[config.mk]
export PLATFORM = sky130hd
export DESIGN_NAME = scanner_serial_tx_flat
export DESIGN_NICKNAME = d
export VERILOG_FILES = /design/src/rtl/scanner_serial_tx_pkg.sv /design/src/rtl/scanner_serial_tx_if.sv /design/src/rtl/scanner_serial_tx_fifo.sv /design/src/rtl/scanner_serial_tx.sv /design/src/flat_wrapper.sv
export SDC_FILE = /design/constraint.sdc
export NUM_CORES = 1
export LEC_CHECK = 0
export CORE_AREA = 5 5 103 129
export CTS_BUF_LIST = sky130_fd_sc_hd__clkbuf_4 sky130_fd_sc_hd__clkbuf_8
export DETAILED_ROUTE_END_ITERATION = 10
export DIE_AREA = 0 0 108 134
export SKIP_CTS_REPAIR_TIMING = 1
export SLEW_MARGIN = 20
export SYNTH_ARGS = -nofsm -noshare
export SYNTH_HDL_FRONTEND = slang
export SYNTH_HIERARCHICAL = 1
export SYNTH_SLANG_ARGS = --single-unit
[constraint.sdc]
create_clock -name clk -period 2.7 [get_ports clk]
set_input_delay 0.54 -clock clk [delete_from_list [all_inputs] [get_ports clk]]
set_output_delay 0.54 -clock clk [all_outputs]
set_load 0.005 [all_outputs]
[src/rtl/scanner_serial_tx_pkg.sv]
// Shared state, command and slot-code definitions for the scanner serial transmitter.
// Status codes are one byte each and go out on the slot-framed serial stream.
package scanner_pkg;

    typedef enum logic [2:0] {
        IDLE,
        SCANNING,
        WAIT_READY,
        SEND_HDR,
        SEND_DATA
    } state_t;

    localparam logic [7:0] CODE_IDLE  = 8'd0;
    localparam logic [7:0] CODE_50    = 8'd1;
    localparam logic [7:0] CODE_80    = 8'd2;
    localparam logic [7:0] CODE_90    = 8'd3;
    localparam logic [7:0] CODE_FULL  = 8'd4;
    localparam logic [7:0] CODE_FLUSH = 8'd5;
    localparam logic [7:0] CODE_READY = 8'd6;
    localparam logic [7:0] CODE_BIN   = 8'd7;
    localparam logic [7:0] CODE_ASCII = 8'd8;

    localparam logic [1:0] CMD_NONE  = 2'b00;
    localparam logic [1:0] CMD_SCAN  = 2'b01;
    localparam logic [1:0] CMD_FLUSH = 2'b10;

    // Only the most urgent pending status is worth a slot; the rest are dropped.
    function automatic logic [7:0] status_byte(input logic [4:1] pend);
        logic [7:0] code;
        code = CODE_IDLE;
        if (pend[4])      code = CODE_FULL;
        else if (pend[3]) code = CODE_90;
        else if (pend[2]) code = CODE_80;
        else if (pend[1]) code = CODE_50;
        return code;
    endfunction

endpackage

[src/rtl/scanner_serial_tx_if.sv]
// Scanner-side bundle: transfer-center command, sample input, serial output and status.
// slave is the transmitter's view, master is the driver/observer's view.
interface scanner_serial_tx_if #(parameter int DEPTH = 10);
    localparam int FW = $clog2(DEPTH + 1);

    logic [1:0]    scannerCmd;
    logic          readyForTransferIn;
    logic          sampleValid;
    logic [7:0]    sampleData;
    logic          dataOut;
    logic          scanning;
    logic          transferring;
    logic [FW-1:0] fillLevel;
    logic          overflow;

    modport master (
        output scannerCmd, readyForTransferIn, sampleValid, sampleData,
        input  dataOut, scanning, transferring, fillLevel, overflow
    );

    modport slave (
        input  scannerCmd, readyForTransferIn, sampleValid, sampleData,
        output dataOut, scanning, transferring, fillLevel, overflow
    );
endinterface

[src/rtl/scanner_serial_tx_fifo.sv]
// Circular sample buffer; dout is the head entry combinationally, count updates one cycle after push/pop.
// No internal guarding: the caller never pushes when full or pops when empty.
module scan_fifo #(
    parameter int DEPTH = 10,
    parameter int WIDTH = 8
) (
    input  logic                       clk,
    input  logic                       rst,
    input  logic                       push,
    input  logic [WIDTH-1:0]           din,
    input  logic                       pop,
    output logic [WIDTH-1:0]           dout,
    output logic [$clog2(DEPTH+1)-1:0] count
);
    localparam int PW = (DEPTH > 1) ? $clog2(DEPTH) : 1;
    localparam int CW = $clog2(DEPTH + 1);
    localparam logic [PW-1:0] LAST = PW'(DEPTH - 1);

    logic [WIDTH-1:0] mem [DEPTH];
    logic [PW-1:0]    wr_ptr;
    logic [PW-1:0]    rd_ptr;

    assign dout = mem[rd_ptr];

    always_ff @(posedge clk) begin
        if (push) mem[wr_ptr] <= din;
    end

    always_ff @(posedge clk or negedge rst) begin
        if (!rst) begin
            wr_ptr <= '0;
            rd_ptr <= '0;
            count  <= '0;
        end else begin
            if (push) wr_ptr <= (wr_ptr == LAST) ? '0 : wr_ptr + PW'(1);
            if (pop)  rd_ptr <= (rd_ptr == LAST) ? '0 : rd_ptr + PW'(1);
            case ({push, pop})
                2'b10:   count <= count + CW'(1);
                2'b01:   count <= count - CW'(1);
                default: count <= count;
            endcase
        end
    end
endmodule

[src/rtl/scanner_serial_tx.sv]
// Scanner buffer + status FSM serialising one byte per 8-cycle slot, MSB first, slot locked to reset.
// No backpressure on samples: they are dropped outside SCANNING; transfers start only when readyForTransferIn is high at a slot boundary.
module scanner_serial_tx #(
    parameter int DEPTH = 10,
    parameter int WIDTH = 8
) (
    input  logic                 clk,
    input  logic                 rst,
    scanner_serial_tx_if.slave   bus
);
    import scanner_pkg::*;

    localparam int CW = $clog2(DEPTH + 1);
    localparam logic [CW-1:0] T50 = CW'(DEPTH / 2);
    localparam logic [CW-1:0] T80 = CW'(DEPTH * 8 / 10);
    localparam logic [CW-1:0] T90 = CW'(DEPTH * 9 / 10);
    localparam logic [CW-1:0] TF  = CW'(DEPTH);

    state_t           state;
    logic [2:0]       bit_cnt;
    logic [7:0]       tx_byte;
    logic [CW-1:0]    xfer_cnt;
    logic [4:1]       pending;
    logic [4:1]       new_flags;
    logic             hit_full;
    logic             scanning_q;
    logic             transferring_q;
    logic             overflow_q;
    logic             boundary;
    logic             push;
    logic             pop;
    logic [CW-1:0]    count;
    logic [CW-1:0]    count_inc;
    logic [WIDTH-1:0] head;
    logic [7:0]       status_code;

    assign boundary    = (bit_cnt == 3'd7);
    assign push        = (state == SCANNING) && bus.sampleValid && (count != TF);
    assign pop         = boundary && ((state == SEND_HDR) || (state == SEND_DATA)) && (xfer_cnt != '0);
    assign count_inc   = count + CW'(1);
    assign status_code = status_byte(pending);

    always_comb begin
        new_flags = '0;
        if (push) begin
            new_flags[1] = (count_inc == T50);
            new_flags[2] = (count_inc == T80);
            new_flags[3] = (count_inc == T90);
            new_flags[4] = (count_inc == TF);
        end
    end

    scan_fifo #(.DEPTH(DEPTH), .WIDTH(WIDTH)) u_fifo (
        .clk   (clk),
        .rst   (rst),
        .push  (push),
        .din   (bus.sampleData),
        .pop   (pop),
        .dout  (head),
        .count (count)
    );

    always_ff @(posedge clk or negedge rst) begin
        if (!rst) begin
            state          <= IDLE;
            bit_cnt        <= '0;
            tx_byte        <= '0;
            xfer_cnt       <= '0;
            pending        <= '0;
            hit_full       <= 1'b0;
            scanning_q     <= 1'b0;
            transferring_q <= 1'b0;
            overflow_q     <= 1'b0;
        end else begin
            bit_cnt <= bit_cnt + 3'd1;
            pending <= pending | new_flags;
            if (push && (count_inc == TF)) hit_full <= 1'b1;
            if (bus.sampleValid && hit_full && (state inside {WAIT_READY, SEND_HDR, SEND_DATA}))
                overflow_q <= 1'b1;

            // Default slot content; header and data slots override it below.
            if (boundary) begin
                tx_byte <= status_code;
                if (pending != '0) pending <= new_flags;
            end

            case (state)
                IDLE: begin
                    if (bus.scannerCmd == CMD_SCAN) begin
                        state      <= SCANNING;
                        scanning_q <= 1'b1;
                    end else if ((bus.scannerCmd == CMD_FLUSH) && (count != '0)) begin
                        state <= WAIT_READY;
                    end
                end
                SCANNING: begin
                    if ((push && (count_inc == TF)) || (bus.scannerCmd == CMD_FLUSH)) begin
                        state      <= WAIT_READY;
                        scanning_q <= 1'b0;
                    end
                end
                WAIT_READY: begin
                    if (boundary && bus.readyForTransferIn) begin
                        state          <= SEND_HDR;
                        transferring_q <= 1'b1;
                        xfer_cnt       <= count;
                        tx_byte        <= CODE_BIN;
                        pending        <= '0;
                    end
                end
                SEND_HDR, SEND_DATA: begin
                    if (boundary) begin
                        if (xfer_cnt != '0) begin
                            state    <= SEND_DATA;
                            tx_byte  <= head;
                            xfer_cnt <= xfer_cnt - CW'(1);
                        end else begin
                            state          <= IDLE;
                            transferring_q <= 1'b0;
                            hit_full       <= 1'b0;
                        end
                    end
                end
                default: state <= IDLE;
            endcase
        end
    end

    assign bus.dataOut      = tx_byte[3'd7 - bit_cnt];
    assign bus.scanning     = scanning_q;
    assign bus.transferring = transferring_q;
    assign bus.fillLevel    = count;
    assign bus.overflow     = overflow_q;
endmodule

[src/flat_wrapper.sv]
// flat-port wrapper written by rule: the top's interface ports become plain ports
module scanner_serial_tx_flat import scanner_pkg::*;
#(
    parameter int DEPTH = 10,
    parameter int WIDTH = 8
)
  (clk, rst, bus_scannerCmd, bus_readyForTransferIn, bus_sampleValid, bus_sampleData, bus_dataOut, bus_scanning, bus_transferring, bus_fillLevel, bus_overflow);
  scanner_serial_tx_if #(.DEPTH(DEPTH)) bus_i ();
  input  logic clk;
  input  logic rst;
  input wire logic [$bits(bus_i.scannerCmd)-1:0] bus_scannerCmd;
  input wire logic [$bits(bus_i.readyForTransferIn)-1:0] bus_readyForTransferIn;
  input wire logic [$bits(bus_i.sampleValid)-1:0] bus_sampleValid;
  input wire logic [$bits(bus_i.sampleData)-1:0] bus_sampleData;
  output wire logic [$bits(bus_i.dataOut)-1:0] bus_dataOut;
  output wire logic [$bits(bus_i.scanning)-1:0] bus_scanning;
  output wire logic [$bits(bus_i.transferring)-1:0] bus_transferring;
  output wire logic [$bits(bus_i.fillLevel)-1:0] bus_fillLevel;
  output wire logic [$bits(bus_i.overflow)-1:0] bus_overflow;
  assign bus_i.scannerCmd = bus_scannerCmd;
  assign bus_i.readyForTransferIn = bus_readyForTransferIn;
  assign bus_i.sampleValid = bus_sampleValid;
  assign bus_i.sampleData = bus_sampleData;
  assign bus_dataOut = bus_i.dataOut;
  assign bus_scanning = bus_i.scanning;
  assign bus_transferring = bus_i.transferring;
  assign bus_fillLevel = bus_i.fillLevel;
  assign bus_overflow = bus_i.overflow;
  scanner_serial_tx #(.DEPTH(DEPTH), .WIDTH(WIDTH)) u_core (.clk(clk), .rst(rst), .bus(bus_i));
endmodule
# After elaboration in Yosys (flattened, before gate mapping)
# Memory sizes are Yosys's and may differ from the RTL's.
# Index checks and enable logic that the tools add are counted.
[op_classes]
add_sub_neg = 7
n_reduce_logical = 24
n_lt_le_gt_ge = 1
bitwise_logic = 1
muxes = 43
eq_ne = 23
[op_table]
columns = ["cell", "count"]
rows = [
  ["$mux W8", 7],
  ["$mux W4", 10],
  ["$eq A4 B4 Y1 const B", 5],
  ["$mux W3", 6],
  ["$pmux W4 S2", 2],
  ["$pmux W8 S2", 1],
  ["$mux W1", 13],
  ["$add A4 B1 Y4 const B", 3],
  ["$pmux W3 S4", 1],
  ["$reduce_and A4 Y1", 3],
  ["$reduce_bool A4 Y1", 3],
  ["$logic_and A1 B1 Y1", 9],
  ["$sub A4 B1 Y4 const B", 2],
  ["$eq A3 B2 Y1 const B", 2],
  ["$eq A3 B3 Y1 const B", 2],
  ["$ne A2 B1 Y1 const B", 3],
  ["$ne A2 B2 Y1 const B", 3],
  ["$reduce_bool A2 Y1", 3],
  ["$eq A2 B1 Y1 const B", 2],
  ["$eq A2 B2 Y1 const B", 2],
  ["$eq A4 B3 Y1 const B", 1],
  ["$lt A3 B4 Y1 const B", 1],
  ["$ne A4 B4 Y1 const B", 1],
  ["$or A4 B4 Y4", 1],
  ["11 further kinds", 13],
]
[word_totals]
mem_bits_rw = 80
n_memories = 1
reg_bits = 38
word_cells = 112
[memory_table]
columns = ["name", "words", "word_bits", "rd", "rd_clocked_by_memory_dff", "write_ports", "line", "rtl"]
rows = [
  ["u_core.u_fifo.mem", 10, 8, 1, 0, 1, "scanner_serial_tx_fifo.sv:19", "logic [WIDTH-1:0] mem [DEPTH];"],
]

# Logic depth before layout (Yosys ltp)
[logic_depth]
depth_word = 9
mapped_depth = 14
ltp_nobuf = 11

# Hierarchy
# The synthesis kept the hierarchy.
[modules_own_cells]
columns = ["module", "n_inst", "seq_area_each_um2", "cells_per_inst", "area_each_um2"]
rows = [
  ["scan_fifo", 1, 2702.6, 228, 3792.4],
  ["scanner_serial_tx", 1, 650.6, 142, 1461.4],
]

# Worst setup path after synthesis
# Ideal clock, no wire load.
[synth_timing]
path_kind = "register to register"
start = "register u_core.state[1]"
end = "memory u_core.u_fifo.mem[0][0], enable pin"
path_stages_with_launch = 8
synth_period_minus_slack_ns = 2.716
setup_slack_ns = -0.016
t_arrival_ns = 2.332
path_cell_list = "dfrtp_1 > buf_6 > nor2_1 > nand3_1 > a31oi_1 > inv_1 > or3_1 > nor3_1"
[synth_between]
elab_chain_len = 5
[synth_rtl]
columns = ["item", "line", "rtl"]
rows = [
  ["start: declaration", "scanner_serial_tx.sv:19", "state_t state;"],
  ["start signal: assignment", "scanner_serial_tx.sv:65", "state <= IDLE;"],
  ["start signal: assignment", "scanner_serial_tx.sv:90", "state <= SCANNING;"],
  ["start signal: assignment", "scanner_serial_tx.sv:93", "state <= WAIT_READY;"],
  ["$eq A3 B1 Y1", "scanner_serial_tx.sv:38", "assign push = (state == SCANNING) && bus.sampleValid && (count != TF);"],
  ["$logic_and A1 B1 Y1 (2 in a row)", "scanner_serial_tx.sv:38", ""],
  ["via u_core.push", "scanner_serial_tx.sv:30", "logic push;"],
  ["$mux W1", "scanner_serial_tx_fifo.sv:26", "if (push) mem[wr_ptr] <= din;"],
  ["$mux W1 (implied by the code)", "scanner_serial_tx_fifo.sv:26", ""],
  ["end: declaration", "scanner_serial_tx_fifo.sv:19", ""],
]
# The timed path passes the listed nets, and every way through them passes these cells.

# Worst setup path in the final report
[layout_timing]
start = "register u_core.bit_cnt[0]"
end = "output bus_dataOut"
[layout_between]
elab_chain_len = 3
[layout_rtl]
columns = ["item", "line", "rtl"]
rows = [
  ["start: declaration", "scanner_serial_tx.sv:20", "logic [2:0] bit_cnt;"],
  ["start signal: assignment", "scanner_serial_tx.sv:75", "bit_cnt <= bit_cnt + 3'd1;"],
  ["$sub A3 B3 Y3", "scanner_serial_tx.sv:129", "assign bus.dataOut = tx_byte[3'd7 - bit_cnt];"],
  ["$bmux W1 S3", "scanner_serial_tx.sv:129", ""],
  ["$mux W1 (implied by the code)", "scanner_serial_tx.sv:129", ""],
  ["end: declaration", "flat_wrapper.sv:15", "output wire logic [$bits(bus_i.dataOut)-1:0] bus_dataOut;"],
]
# Every way passes these cells. The select of a mux whose other input is x is not followed.

==> results by group <==
Floorplanning
  • Die ar.: 0.0145 mm2
  • Die W: 108 um
  • Ports: 22
  • Initial Util: 0.440
  • Row count: 45
  • Core area: 0.0119 mm2
  • DIE HEIGHT: 134 um

Detailed routing
  • DR vias: 3,226
  • Wire length on met3: 351 um
  • Avg WL per Cell: 17.8 um
  • DRT iter0 DRCs: 136
  • Routed Antenna Nets: 0
  • DR DRC count: 0
  • Highest Signal Layer: met4
  • Drt total wl: 10,700 um
  • Metal2 WL: 5750 um
  • Routed met1 length: 4480 um
  • Vias per cell: 5.36
  • TritonRoute pass-1 iters: 4

Power and ir drop
  • Clock Power Share: 0.271
  • Maximum vdd drop: 271 uV
  • Power consumption: 5.62 mW
  • Comb power frac: 0.290
  • Lkg Pwr: 2.30 nW
  • Sw Share: 0.332
  • Pwr dens: 913 mW/mm2
  • Sequential cell fraction of total power: 0.439
  • Pint: 3.75 mW
  • P_sw: 1.87 mW

Worst setup path
  • CP top delay family: multiplexers
  • CP max-delay cell: mux4_2
  • Crit Path Class: reg2out
  • Crit-path cells: mux4_2 -> mux2_2 -> clkdlybuf4s50_1
  • Worst Path Required: 2.16 ns
  • CP Data Arrival Time: 2.04 ns
  • Crit path buf inv count: 1
  • Critical Path Fanout Max: 4
  • CP startpoint kind: register
  • Crit. End Element: output port
  • CP max stage delay: 0.50 ns

Job
  • Max cap viols: 0

Placed design
  • Dpl hpwl: 7570 um
  • Port bufs: 21
  • DP Area: 0.00577 mm2
  • Routability cong.: 0.812
  • Placed Cells: 569
  • Pre-CTS setup slack: 0.105 ns

Yosys
  • Ys flop type: edfxtp_1
  • Cell Area, Synth: 0.00525 mm2
  • Top-count cell post-synth: edfxtp_1
  • Async set-reset flop share out of synthesis: 0.322
  • Synth area leaders: edfxtp_1, dfrtp_1, mux4_2
  • Ys Warns: 6
  • EDFF count, synth: 80
  • Synth Register Bits: 118
  • Post-Syn Instances: 370
  • Yosys top cell area share: 0.457
  • Synth Area per Inst: 14.2 um2
  • Post-synthesis sequential area ratio: 0.638
  • Leading cell types by count after synthesis: edfxtp_1, dfrtp_1, mux2i_1
  • Post-synthesis cell type with the largest combined area: edfxtp_1
  • Syn Nets: 391
  • Count of unique library cells instantiated by Yosys: 54

CTS
  • Clk slew on worst S/H paths: 0.08 ns
  • H-tree levels: 4
  • CTS Sinks: 118
  • CTS Buf Count: 17
  • Clock buffer depth: 2
  • Root Buffer: clkbuf_8
  • Worst-skew pair later-pin latency: 0.43 ns
  • CTS tree: done

STA
  • Setup TNS: 0 ns
  • Finish-stage setup viols: 0
  • Period utilization: 0.956
  • Fin. Hold Viols: 0
  • Fmax achieved: 0.387 GHz
  • Relative slew slack: 0.462
  • Actual slew at the worst max-slew pin: 0.807 ns
  • Final worst path period need: 2.58 ns
  • Setup Skew: 0.0127 ns
  • Max-slew violations: 0
  • Post-route setup slack: 0.118 ns
  • Worst hold slack: 0.0314 ns
  • RSZ-0062 raised after global routing: false

Global routing
  • Vias in the first global route: 3,317
  • First-pass GRT wire length: 17,300 um
  • Overall Global Routing Usage: 0.159
  • Initial antenna violation count: 0
  • Residual overflow from global routing: 0
  • Largest net degree at the start of global routing: 23

Final layout
  • Layout Utilization: 0.515
  • Final cell count without fillers: 602
  • Antenna cell count: 0
  • Area of the multi-input gates: 0.00172 mm2
  • Net count, final: 446
  • Register Area: 0.00336 mm2
  • Share of cells above drive strength 1: 0.217
  • # fillers: 1,063
  • Area Growth Syn to Fin: 17.1%
  • Post-route cell area: 0.00615 mm2

Min path
  • Min-delay worst type: in2async

Run status
  • Run status: complete, no violations
cell usage in the layout, fill, tap and decap left out, drive strengths merged, types with 2 or more instances in the layout:
| cell | synthesis | routed |
|---|---|---|
| mux4 | 10 | 10 |
| buf | 13 | 34 |
| nand2 | 16 | 16 |
| clkinvlp | 0 | 3 |
| nor2b | 11 | 11 |
| nor3b | 5 | 5 |
| nand3 | 12 | 12 |
| o2bb2ai | 4 | 4 |
| a221oi | 2 | 2 |
| o32ai | 2 | 2 |
| clkbuf | 5 | 17 |
| o22ai | 9 | 9 |
| xor2 | 6 | 6 |
| a21oi | 10 | 10 |
| o211ai | 4 | 4 |
| dfrtp | 38 | 38 |
| a21o | 2 | 2 |
| a31oi | 2 | 2 |
| o31ai | 2 | 2 |
| ha | 7 | 7 |
| nor4 | 3 | 3 |
| mux2i | 21 | 21 |
| clkinv | 0 | 4 |
| nor2 | 17 | 17 |
| and3 | 2 | 2 |
| a22o | 5 | 5 |
| nand2b | 7 | 7 |
| nor3 | 6 | 6 |
| nand3b | 4 | 4 |
| o21ai | 27 | 27 |
| inv | 11 | 18 |
| mux2 | 10 | 10 |
| edfxtp | 80 | 80 |
| clkdlybuf4s50 | 0 | 20 |
| xnor2 | 3 | 3 |
registers in the layout (all words and copies together), names as in the netlist:
signal and flops:
u_core/bus.overflow 1, u_core/tx_byte 8, u_core/xfer_cnt 4, u_core/hit_full 1, u_core/bus.transferring 1, u_core/pending 4, u_core/bus.scanning 1, u_core/u_fifo/mem 80
u_core/u_fifo/count 4, u_core/bit_cnt 3, u_core/u_fifo/wr_ptr 4, u_core/state 3, u_core/u_fifo/rd_ptr 4
power groups by stage:
stage               Sequential [mW]  Clock [mW]  Combinational [mW]
finish                         2.47        1.52                1.63
global route                   2.52        1.65                1.78
CTS                            2.47        1.56                1.64
detailed placement             2.51           0                1.64
global placement               2.51           0                1.61
floorplan                      2.35           0                1.29
layout make-up:
cell class                 count  area share
clock buffer                  17      0.0380
clock inverter                15      0.0232
inverter                      11     0.00671
multi-input combinational    223       0.280
sequential                   118       0.545
tap                          164      0.0334
timing repair buffer          54      0.0736
path summary, 6_finish.rpt:
| kind | start | end | slack, ns | cells after the start |
|---|---|---|---|---|
| hold reg to reg | u_core/bus.overflow$_DFFE_PN0P_ | u_core/bus.overflow$_DFFE_PN0P_ | 0.47 | 1 |
| hold / removal | rst | u_core/u_fifo/count[3]$_DFFE_PN0P_ | 0.03 | 1 |
| setup reg to reg | u_core/state[1]$_DFFE_PN0P_ | u_core/u_fifo/count[2]$_DFFE_PN0P_ | 0.31 | 9 |
| setup / recovery | u_core/bit_cnt[0]$_DFF_PN0_ | bus_dataOut | 0.12 | 3 |
| max in group asynchronous | rst | u_core/u_fifo/rd_ptr[0]$_DFFE_PN0P_ | 2.10 | 2 |
| min in group clk | u_core/bus.overflow$_DFFE_PN0P_ | u_core/bus.overflow$_DFFE_PN0P_ | 0.47 | 1 |
kinds of logic after synthesis:
logic type | after synthesis | share of synthesized area
simple gates | 90 | 0.0919
xor+xnor | 9 | 0.0150
flops | 118 | 0.638
mux | 41 | 0.104
compound gates | 76 | 0.0986
buf+inv | 29 | 0.0352
fa+ha+maj | 7 | 0.0167
worst reg2reg max path: stages (launching register included):
cell and delay [ns]:
dfrtp_1 0.49, or3b_1 0.45, a211oi_2 0.32, ha_1 0.25
xor2_1 0.08, ha_1 0.18, a21oi_1 0.14, xor2_1 0.17
nor2_1 0.06, xor2_1 0.14
per-layer routing:
metal  vias to the layer above  GRT usage
met3                        14     0.0486
met1                      1626      0.188
met4                         0     0.0582
li1                       1534          -
met5                         -          0
met2                        52      0.271
(Power assumes the default switching activity.)
